===== src/rtl/add_slice_sequencer_if.sv =====
// Handshake and operand/result bundle for the slice-serial adder.
// The master side requests adds; the slave side is the sequencer.
interface add_slice_sequencer_if #(
   parameter int NSLICE = 4
);
   localparam int W = 3 * NSLICE;

   logic         start;
   logic [W-1:0] a;
   logic [W-1:0] b;
   logic         c_in;
   logic         ready;
   logic         busy;
   logic         done;
   logic [W-1:0] sum;
   logic         c_out;

   modport master (output start, a, b, c_in,
                   input  ready, busy, done, sum, c_out);
   modport slave  (input  start, a, b, c_in,
                   output ready, busy, done, sum, c_out);
endinterface


===== src/rtl/add_slice_sequencer.sv =====
// Wide unsigned add built from one 3-bit adder slice reused once per clock,
// LSB slice first, with the carry chained through a register.
module add_slice_sequencer #(
   parameter int NSLICE = 4
) (
   input  logic                clk,
   input  logic                rst,
   add_slice_sequencer_if.slave bus
);
   localparam int W  = 3 * NSLICE;
   localparam int CW = $clog2(NSLICE) + 1;

   typedef enum logic [1:0] {IDLE, RUN, DONE} state_e;

   state_e         state_q, state_d;
   logic [CW-1:0]  cnt_q, cnt_d;
   logic           carry_q, carry_d;
   logic [W-1:0]   a_q, a_d, b_q, b_d, sum_q, sum_d;
   logic           cout_q, cout_d;
   logic [2:0]     sl_a, sl_b;
   logic [3:0]     sl_res;
   logic           last_slice;

   // The shared slice: operand bits selected by the counter.
   always_comb begin
      sl_a = '0;
      sl_b = '0;
      for (int k = 0; k < NSLICE; k++) begin
         if (cnt_q == CW'(k)) begin
            sl_a = a_q[3*k +: 3];
            sl_b = b_q[3*k +: 3];
         end
      end
      sl_res     = {1'b0, sl_a} + {1'b0, sl_b} + {3'b000, carry_q};
      last_slice = (cnt_q == CW'(NSLICE - 1));
   end

   always_comb begin
      state_d = state_q;
      cnt_d   = cnt_q;
      carry_d = carry_q;
      a_d     = a_q;
      b_d     = b_q;
      sum_d   = sum_q;
      cout_d  = cout_q;
      case (state_q)
         IDLE: begin
            if (bus.start) begin
               a_d     = bus.a;
               b_d     = bus.b;
               carry_d = bus.c_in;
               cnt_d   = '0;
               sum_d   = '0;
               state_d = RUN;
            end
         end
         RUN: begin
            for (int k = 0; k < NSLICE; k++) begin
               if (cnt_q == CW'(k)) sum_d[3*k +: 3] = sl_res[2:0];
            end
            carry_d = sl_res[3];
            if (last_slice) begin
               cout_d  = sl_res[3];
               state_d = DONE;
            end else begin
               cnt_d = cnt_q + CW'(1);
            end
         end
         DONE:    state_d = IDLE;
         default: state_d = IDLE;
      endcase
   end

   always_ff @(posedge clk or posedge rst) begin
      if (rst) begin
         state_q <= IDLE;
         cnt_q   <= '0;
         carry_q <= 1'b0;
         a_q     <= '0;
         b_q     <= '0;
         sum_q   <= '0;
         cout_q  <= 1'b0;
      end else begin
         state_q <= state_d;
         cnt_q   <= cnt_d;
         carry_q <= carry_d;
         a_q     <= a_d;
         b_q     <= b_d;
         sum_q   <= sum_d;
         cout_q  <= cout_d;
      end
   end

   assign bus.ready = (state_q == IDLE);
   assign bus.busy  = (state_q == RUN);
   assign bus.done  = (state_q == DONE);
   assign bus.sum   = sum_q;
   assign bus.c_out = cout_q;
endmodule


===== src/flat_wrapper.sv =====
// flat-port wrapper written by rule: the top's interface ports become plain ports
module add_slice_sequencer_flat 
#(
   parameter int NSLICE = 4
)
  (clk, rst, bus_start, bus_a, bus_b, bus_c_in, bus_ready, bus_busy, bus_done, bus_sum, bus_c_out);
  add_slice_sequencer_if #(.NSLICE(NSLICE)) bus_i ();
  input  logic clk;
  input  logic rst;
  input wire logic [$bits(bus_i.start)-1:0] bus_start;
  input wire logic [$bits(bus_i.a)-1:0] bus_a;
  input wire logic [$bits(bus_i.b)-1:0] bus_b;
  input wire logic [$bits(bus_i.c_in)-1:0] bus_c_in;
  output wire logic [$bits(bus_i.ready)-1:0] bus_ready;
  output wire logic [$bits(bus_i.busy)-1:0] bus_busy;
  output wire logic [$bits(bus_i.done)-1:0] bus_done;
  output wire logic [$bits(bus_i.sum)-1:0] bus_sum;
  output wire logic [$bits(bus_i.c_out)-1:0] bus_c_out;
  assign bus_i.start = bus_start;
  assign bus_i.a = bus_a;
  assign bus_i.b = bus_b;
  assign bus_i.c_in = bus_c_in;
  assign bus_ready = bus_i.ready;
  assign bus_busy = bus_i.busy;
  assign bus_done = bus_i.done;
  assign bus_sum = bus_i.sum;
  assign bus_c_out = bus_i.c_out;
  add_slice_sequencer #(.NSLICE(NSLICE)) u_core (.clk(clk), .rst(rst), .bus(bus_i));
endmodule

===== config.mk =====
export PLATFORM = sky130hd
export DESIGN_NAME = add_slice_sequencer_flat
export DESIGN_NICKNAME = d
export VERILOG_FILES = /design/src/rtl/add_slice_sequencer_if.sv /design/src/rtl/add_slice_sequencer.sv /design/src/flat_wrapper.sv
export SDC_FILE = /design/constraint.sdc
export NUM_CORES = 1
export LEC_CHECK = 0
export CORE_MARGIN = 5
export CORE_UTILIZATION = 50
export DETAILED_ROUTE_END_ITERATION = 8
export PLACE_DENSITY = 0.79
export SLEW_MARGIN = 20
export SYNTH_ARGS = -nofsm -noshare
export SYNTH_HDL_FRONTEND = slang
export SYNTH_SLANG_ARGS = --single-unit

===== constraint.sdc =====
create_clock -name clk -period 2.95 [get_ports clk]
set_input_delay 0.295 -clock clk [delete_from_list [all_inputs] [get_ports clk]]
set_output_delay 0.295 -clock clk [all_outputs]
set_load 0.02 [all_outputs]

Yosys cells after proc, flatten, opt, wreduce, memory -nomap -nowiden. Index checks and enable logic that the tools add are counted.

Output and inout bits: 16. Word-level logic and storage cells: 58. Bits of input ports: 28. Flip-flop bits (word level): 43.

$add $sub $neg: 3. Reduce and logical (&&, ||, !) cells: 12. Equal/unequal tests: 11. Multiplexer cells: 22.

Operators by type and width (number): 3-bit two-way mux (14); 12-bit one-hot mux with 2 select lines (1); 3-bit AND reduction (5); 12-bit two-way mux (1); 2-bit by 1-bit inequality test with 1-bit output, second input constant (4); 2-bit AND reduction (4); 3-bit by 2-bit == test with 1-bit output, second input constant (2); 3-bit one-hot mux with 2 select lines (1); 3-bit by 3-bit adder with 4-bit output (1); 4-bit by 1-bit adder with 4-bit output (1); 2-bit two-way mux (2); 2-bit inequality test, second input constant (2); 2-bit one-hot mux with 2 select lines (1); 3-bit by 1-bit adder with 3-bit output, second input constant (1); 3-bit by 1-bit == test with 1-bit output, second input constant (1); 3-bit logical NOT (1); 2-bit by 1-bit == test with 1-bit output, second input constant (1); 2-bit == test, second input constant (1); 2-bit logical NOT (1); 1-bit one-hot mux with 2 select lines (1); 2-bit nonzero test (1); 1-bit two-way mux (1).

Logic depth before layout (Yosys ltp). Gate-level depths: netlist (run 1).

Depth after elaboration: 9. Gate-level depth with buffers: 11. Depth with buffers taken out: 10.

Worst setup path after synthesis (run 1). No wires, ideal clock.

Path kind: flip-flop to flip-flop. Start point: register u_core.cnt_q[0]. End point: register u_core.sum_q[10] (netlist: u_core.bus.sum[10]). Path buffers: 1. Setup slack: 0.335 ns. Clock period less this slack: 2.615 ns. Arrival time: 2.494 ns. Setup time: 0.121 ns. Data required time: 2.829 ns. Cell stages (with the launch flop): 11. Path through: dfrtp_1 -> ha_1 -> ha_1 -> clkbuf_2 -> nor2_1 -> o21ai_0 -> a2bb2oi_1 -> fa_1 -> inv_1 -> fa_1 -> a22o_1.

Word-level cells in the longest chain between the ends: 9. Elaborated cells on any way between the ends: 18. Classes of those cells: add/sub (2); eq/ne (4); mux (10); reduce/logical (2).

RTL lines: start, declared (line add_slice_sequencer.sv:16) `logic [CW-1:0] cnt_q, cnt_d;`; start signal, assigned (line add_slice_sequencer.sv:85) `cnt_q <= cnt_d;`; 3-bit logical NOT (line add_slice_sequencer.sv:29) `if (cnt_q == CW'(k)) begin`; 3-bit two-way mux (4 in series) (line add_slice_sequencer.sv:29); 3-bit by 3-bit adder with 4-bit output (line add_slice_sequencer.sv:34) `sl_res = {1'b0, sl_a} + {1'b0, sl_b} + {3'b000, carry_q};`; 4-bit by 1-bit adder with 4-bit output (line add_slice_sequencer.sv:34); 3-bit two-way mux (line add_slice_sequencer.sv:59) `if (cnt_q == CW'(k)) sum_d[3*k +: 3] = sl_res[2:0];`; 12-bit one-hot mux with 2 select lines (line add_slice_sequencer.sv:46) `case (state_q)`; end signal, assigned (line add_slice_sequencer.sv:89) `sum_q <= sum_d;`; end, declared (line add_slice_sequencer.sv:18) `logic [W-1:0] a_q, a_d, b_q, b_d, sum_q, sum_d;`.

Parallel ways exist; a longest one is shown, timed or not. The select of a mux whose other input is x is not followed. A chain may end at the register's enable or synchronous reset.

Worst setup path after layout (run 1).
Start point: register u_core.cnt_q[0]. End point: register u_core.sum_q[7] (netlist: u_core.bus.sum[7]).

The elaborated chain is that of the path after synthesis.

==> results of run 1 <==
## cells by family after synthesis
family | share of synthesized area [%]
buffers and inverters | 4.892
adder cells (fa/ha/maj) | 6.316
multiplexers | 13.93
XOR/XNOR | 0.4335
AO/OA/AOI/OAI | 13.62
AND/OR/NAND/NOR | 7.555
flip-flops | 53.25
## power by group through the flow
stage	clock [mW]	combinational (mW)	sequential, mW
global placement	0	1.47	1.06
floorplan	0	1.10	1.05
global route	0.365	1.70	1.09
CTS	0.342	1.56	1.06
detailed placement	0	1.55	1.08
finish	0.334	1.55	1.06
## Yosys cell counts, types with 2 or more instances
cell type	count
fa_1	2
clkbuf_2	2
mux2_1	10
o21ai_0	10
and4bb_2	3
buf_6	3
inv_1	10
a21oi_1	2
nor3b_2	2
nor2b_1	3
nand2_1	4
mux2_2	15
a2bb2oi_1	2
ha_1	7
a22o_1	14
nor2_1	7
buf_2	2
dfrtp_1	43
a221oi_1	7
## metrics by stage
step           setup slack (ns)  power (mW)
3_5_place_dp             0.2410       2.628
4_1_cts                  0.2334       2.961
6_report                 0.2157       2.949
5_1_grt                 0.02639       3.160
2_1_floorplan            0.3352       2.148
3_3_place_gp             0.3160       2.534
## how the worst min path moves through the flow
stage | from | depth (start not counted) | to
floorplan | bus_a[0] | 1 | u_core.a_q[0]
global placement | u_core.a_q[6] | 1 | u_core.a_q[6]
detailed placement | u_core.a_q[6] | 1 | u_core.a_q[6]
CTS | rst | 2 | u_core.bus.sum[8]
global route | rst | 2 | u_core.bus.sum[5]
finish | rst | 2 | u_core.bus.sum[8]
## worst reg2reg max path: stages, from the launching register on
cell and delay, ns:
dfrtp_1 0.42, inv_1 0.10, ha_1 0.16, nor2b_1 0.41
a221oi_1 0.16, a2bb2oi_1 0.19, fa_1 0.38, inv_1 0.10
fa_1 0.47, a22o_1 0.24
## final cells by class
cell class | instances | area [um^2]
fill | 292 | 1403
inverter | 10 | 37.54
multi-input combinational | 95 | 852.1
clock buffer | 6 | 72.57
timing repair buffer | 48 | 467.9
tap | 50 | 62.56
sequential | 43 | 1076
## layer usage
layer	up-vias	share of wire (%)	track usage (%)
li1	652	-	-
met1	684	40	20.04
met2	63	50	29.33
met3	8	8.0	3.967
met4	0	1.2	7.847
met5	-	0	0
## cells in the final DEF (no fill, tap or decap), types with 3 or more instances in the layout
master and n:
a221oi_1 7, ha_1 7, clkbuf_8 5, a22o_1 14, clkdlybuf4s50_1 43, dfrtp_1 43, inv_1 10, and4bb_2 3
nand2_1 4, buf_4 5, nor2_1 7, o21ai_0 10, nor2b_1 3, mux2_2 15, mux2_1 10
## sequential cells by signal, summed over array words and instances, names as in the netlist
register / cells
u_core.cnt_q: 3
u_core.a_q: 12
u_core.state_q: 2
u_core.b_q: 12
u_core.bus.c_out: 1
u_core.carry_q: 1
u_core.bus.sum: 12
==> metrics.log, run 1 <==
INFO  metric result_of_the_run = finished, final reports clean
INFO  metric gr-total-overflow = 0
INFO  metric grt_start_max_net_pins = 30
INFO  metric layout.nets = 240
INFO  metric combPwrFrac = between 50% and 60%
INFO  metric end_kind = flop
INFO  metric detail_route.vias_per_cell = 5.583
INFO  metric flow.area_growth_from_synthesis = 27.12%
INFO  metric clock_sink_count = 43
INFO  metric rrSetupSlack = about 0.22 ns
INFO  metric layout_worst_path_cycle_share = between 90 and 100%
INFO  metric power.switching_fraction = between 30% and 40%
INFO  metric cp.required = roughly 3.1 ns
INFO  metric routed-via-count = 1407
INFO  metric drc = 0
INFO  metric synth_largest_type_area_fraction = between 50% and 60%
INFO  metric post_synthesis_instance_area = ~2000 um^2
INFO  metric dpl.hpwl = roughly 3.4 mm
INFO  metric cp_top_family = adder cells
INFO  metric synth.net_count = 193
INFO  metric place_congestion = 0.7880
INFO  metric critical_path.n_buffers_inverters = 2
INFO  metric timing.critical_path.from = u_core.cnt_q[0]
INFO  metric area_after_detailed_placement = 2496 um^2
INFO  metric yosys_most_used_dff = dfrtp_1
INFO  metric timing.rr.end = u_core.bus.sum[7]
INFO  metric period_minus_slack = 2.734 ns
INFO  metric clock_tree.root_cell = clkbuf_8
INFO  metric via_count_of_the_first_global_routing_pass = around 1500
INFO  metric clockBufferDepth = 2
INFO  metric placeableCoreArea = 3971 um^2
INFO  metric die_area = ~5400 um^2
INFO  metric tritoncts.num_buffers = 5
INFO  metric crit_chain = inv_1 -> ha_1 -> nor2b_1 -> a221oi_1 -> a2bb2oi_1 -> fa_1 -> inv_1 -> fa_1 -> a22o_1
INFO  metric power.clock.fraction = around 11%
INFO  metric critical_path_peak_fanout = 6
INFO  metric cts_max_level = 2
INFO  metric layout.core_utilization = between 60% and 70%
INFO  metric timing.critical_path.slowest_stage_cell = fa_1
INFO  metric cts.hold.buffers_added = 0
INFO  metric synth-edff-count = 0
INFO  metric critPathLaunchType = flop
INFO  metric hold_path_class = input pin to asynchronous set/reset pin
INFO  metric finalNonFillerCells = roughly 250
INFO  metric timing.final.setup_violations = 0
INFO  metric ir_drop = 458.5 uV
INFO  metric drt_pre_antenna_iters = 4
INFO  metric die_y = around 74 um
INFO  metric yosysWarnings = 0
INFO  metric setup-tns-final = 0 ns
INFO  metric ys_async_sr_fraction = 100.0%
INFO  metric ys_ff_latch = 43
INFO  metric track_usage = between 15 and 20%
INFO  metric initial_core_util = slightly above 50%
INFO  metric drive_gt1_share = 16.34%
INFO  metric endpoint = u_core.bus.sum[7]
INFO  metric cts_resizes = 0
INFO  metric finClkSkew = just over 0.006 ns
INFO  metric worstSetupPathType = flop to flop
INFO  metric grt_pass1_wl = about 6.9 mm
INFO  metric syn-mean-instance-area = 12.95 um^2
INFO  metric worst_r2r_startpoint = u_core.cnt_q[0]
INFO  metric drt_first_iter_violations = 85
INFO  metric hold-worst-slack = around 0.41 ns
INFO  metric total_switching_power = 1.172 mW
INFO  metric crit_arrival = ~2.9 ns
INFO  metric num_io_pins = 44
INFO  metric total_leakage_power = ~1.1 nW
INFO  metric diodes = 0
INFO  metric seq_power_share = a little over a third
INFO  metric final_max_slew_viol_count = 0
INFO  metric rsz_0062_raised_after_global_routing = no
INFO  metric synth_cell_types = 27
INFO  metric clock_insertion_delay_worst_skew = 0.29 ns
INFO  metric place_inst = 246
INFO  metric crit_path_max_incr_delay = between 0.4 and 0.5 ns
INFO  metric timing_worst_slew_pin_value = 0.6761 ns
INFO  metric post_synth_main_area_contributors = dfrtp_1, mux2_2, a22o_1, mux2_1, ha_1
INFO  metric stdcell_area = roughly 2600 um^2
INFO  metric seq_area_frac_synth = a little over half
INFO  metric wl_per_cell = approximately 17 um
INFO  metric placement_rows = 23
INFO  metric cts_tree = built
INFO  metric final_hold_viol_count = 0
INFO  metric totalWireLength = around 4.2 mm
INFO  metric r2r_cells = 9
INFO  metric p_per_area = 1148 nW/um^2
INFO  metric clkSlewWorstSetupHoldPaths = 0.07 ns
INFO  metric intPower = approximately 1.8 mW
INFO  metric grt_antenna_before_repair = 0
INFO  metric timing.slew.headroom = a little over half
INFO  metric ant_nets = 0
INFO  metric cp_num_cells = 9
INFO  metric cap_violations = 0
INFO  metric port-buffer-count = between 40 and 50
INFO  metric max_freq = about 370 MHz
INFO  metric postSynthCellCount = approximately 160
INFO  metric fp.dieW = between 70 and 80 um
INFO  metric cts_setup_buffers = 0
INFO  metric synth_largest_area_cell = dfrtp_1
No activity file was read; power rests on OpenSTA's default activity.
==> run 2, diff against run 1 <==
--- a/config.mk
+++ b/config.mk
@@ -8,7 +8,7 @@
 export CORE_MARGIN = 5
 export CORE_UTILIZATION = 50
 export DETAILED_ROUTE_END_ITERATION = 8
-export PLACE_DENSITY = 0.79
+export PLACE_DENSITY_LB_ADDON = 0.15
 export SLEW_MARGIN = 20
 export SYNTH_ARGS = -nofsm -noshare
 export SYNTH_HDL_FRONTEND = slang
==> metrics.log, run 2 (same netlist as run 1, synthesis figures left out) <==
INFO  metric worstSetupPathType = flop to flop
INFO  metric timing_worst_slew_pin_value = around 0.53 ns
INFO  metric grt_antenna_before_repair = 0
INFO  metric place_congestion = between 0.9 and 1
INFO  metric setup-tns-final = 0 ns
INFO  metric commonest_cells_after_routing_fill_and_taps_aside = clkdlybuf4s50_1, dfrtp_1, mux2_2
INFO  metric crit_arrival = 2.97 ns
INFO  metric num_io_pins = 44
INFO  metric dpl.hpwl = approximately 3.3 mm
INFO  metric final_max_slew_viol_count = 0
INFO  metric routed-via-count = ~1400
INFO  metric drt_first_iter_violations = 65
INFO  metric critPathLaunchType = flop
INFO  metric hold_path_class = input pin to asynchronous set/reset pin
INFO  metric layout.nets = approximately 240
INFO  metric p_per_area = between 1000 and 1500 nW/um^2
INFO  metric drc = 0
INFO  metric timing.critical_path.slowest_stage_cell = fa_1
INFO  metric drt_pre_antenna_iters = 4
INFO  metric drive_gt1_share = approximately 18%
INFO  metric clock_sink_count = 43
INFO  metric cts_setup_buffers = 0
INFO  metric die_y = between 70 and 80 um
INFO  metric period_minus_slack = about 2.8 ns
INFO  metric ir_drop = around 560 uV
INFO  metric clockBufferDepth = 2
INFO  metric diodes = 0
INFO  metric crit_path_max_incr_delay = around 0.5 ns
INFO  metric cap_violations = 0
INFO  metric detail_route.vias_per_cell = about 5.7
INFO  metric top_layer = met4
INFO  metric totalWireLength = between 4 and 5 mm
INFO  metric layout_worst_path_cycle_share = between 90% and 100%
INFO  metric clock_tree.root_cell = clkbuf_8
INFO  metric drt-met1-wl = around 1.8 mm
INFO  metric port-buffer-count = 43
INFO  metric finalNonFillerCells = between 200 and 300
INFO  metric result_of_the_run = finished, final reports clean
INFO  metric end_kind = flop
INFO  metric final_hold_viol_count = 0
INFO  metric routed-wl-met2 = about 2.1 mm
INFO  metric critical_path_peak_fanout = 6
INFO  metric r2r_cells = 9
INFO  metric placeableCoreArea = between 3000 and 4000 um^2
INFO  metric fp.dieW = 73.57 um
INFO  metric wl_met3 = between 200 and 300 um
INFO  metric rsz_0062_raised_after_global_routing = no
INFO  metric crit_chain = ha_1 -> ha_1 -> nor2_1 -> o21ai_0 -> a2bb2oi_1 -> fa_1 -> inv_1 -> fa_1 -> a22o_1
INFO  metric cp.required = ~3.1 ns
INFO  metric max_freq = roughly 360 MHz
INFO  metric grt_pass1_wl = 6.982 mm
INFO  metric ant_nets = 0
INFO  metric timing.slew.headroom = roughly two thirds
INFO  metric flow.area_growth_from_synthesis = 30.22%
INFO  metric wl_per_cell = between 15 and 20 um
INFO  metric timing.final.setup_violations = 0
INFO  metric tritoncts.num_buffers = 5
INFO  metric track_usage = between 10% and 20%
INFO  metric design_power_total = between 3 and 4 mW
INFO  metric place_inst = between 200 and 250
INFO  metric die_area = roughly 5400 um^2
INFO  metric grt_start_max_net_pins = 44
INFO  metric initial_core_util = approximately 51%
INFO  metric cts_tree = built
INFO  metric via_count_of_the_first_global_routing_pass = 1429
INFO  metric clkSlewWorstSetupHoldPaths = roughly 0.08 ns
INFO  metric cts_max_level = 2
INFO  metric finClkSkew = 0.005863 ns
INFO  metric clock_insertion_delay_worst_skew = between 0.2 and 0.3 ns
INFO  metric placement_rows = 23
INFO  metric gr-total-overflow = 0
INFO  metric total_leakage_power = 1.156 nW
==> run 2: cell types whose count changed in the layout (fill, tap and decap cells not counted) <==
| cell | before | now |
|---|---|---|
| buf_4 | 5 | 4 |
| xor2_1 | 1 | 0 |
| nor2b_2 | 0 | 1 |
| bufinv_16 | 0 | 2 |
| nor2b_1 | 3 | 2 |
| xor2_2 | 0 | 1 |
==> run 2: where the power goes <==
part	internal [mW]	switching (mW)	leakage (nW)
sequential	0.865	0.204	0.529
clock	0.338	0.194	0.0654
combinational	0.779	0.816	0.562
==> run 2: final cells by class <==
cell class              instances  area (um^2)
repair buffers                 47        460.4
clock buffers                   6        72.57
clock inverters                 2        60.06
flip-flops and latches         43         1076
fillers                       294         1340
well taps                      50        62.56
inverters                      10        37.54
multi-input cells              95        862.1
==> run 2: layer usage <==
layer	up-vias	track usage, %
met5	-	0
met4	0	7.445
met3	9	5.062
met2	50	28.44
li1	652	-
met1	722	21.61
==> run 2: worst paths after layout <==
check | slack, ns | endpoint | start
max | 0.16 | u_core.bus.sum[4] | u_core.cnt_q[0]
min | 0.45 | u_core.bus.sum[6] | rst
max reg2reg | 0.16 | u_core.bus.sum[4] | u_core.cnt_q[0]
min reg2reg | 0.50 | u_core.a_q[6] | u_core.a_q[6]
max in group asynchronous | 2.15 | u_core.cnt_q[2] | rst
min in group clk | 0.50 | u_core.a_q[6] | u_core.a_q[6]
==> run 2: timing repair <==
| item | in CTS | in global routing |
|---|---|---|
| endpoints found under the setup margin | 0 | 6 |
| hold buffers | 0 | 0 |
| gates resized for setup | 0 | 2 |
==> run 2: worst max-delay path, delay by kind of cell (launching register included) <==
kind | cells | cell delay (ns)
adder cells (fa/ha/maj) | 4 | 1.32
AO/OA/AOI/OAI | 3 | 0.56
buffers and inverters | 1 | 0.09
flip-flops | 1 | 0.43
AND/OR/NAND/NOR | 1 | 0.30
==> run 2: per-stage QoR <==
stage	hold WS, ns	setup WS [ns]	instance area, um^2	util, %
final	0.4455	0.1604	2631	66.26
after global routing	0.5053	0.05073	2631	66.26
after CTS	0.4537	0.1295	2621	66.01
after detailed placement	0.4825	0.1467	2489	62.67
after global placement	0.4798	0.2594	2489	62.67
after floorplan	0.4297	0.3352	2021	-
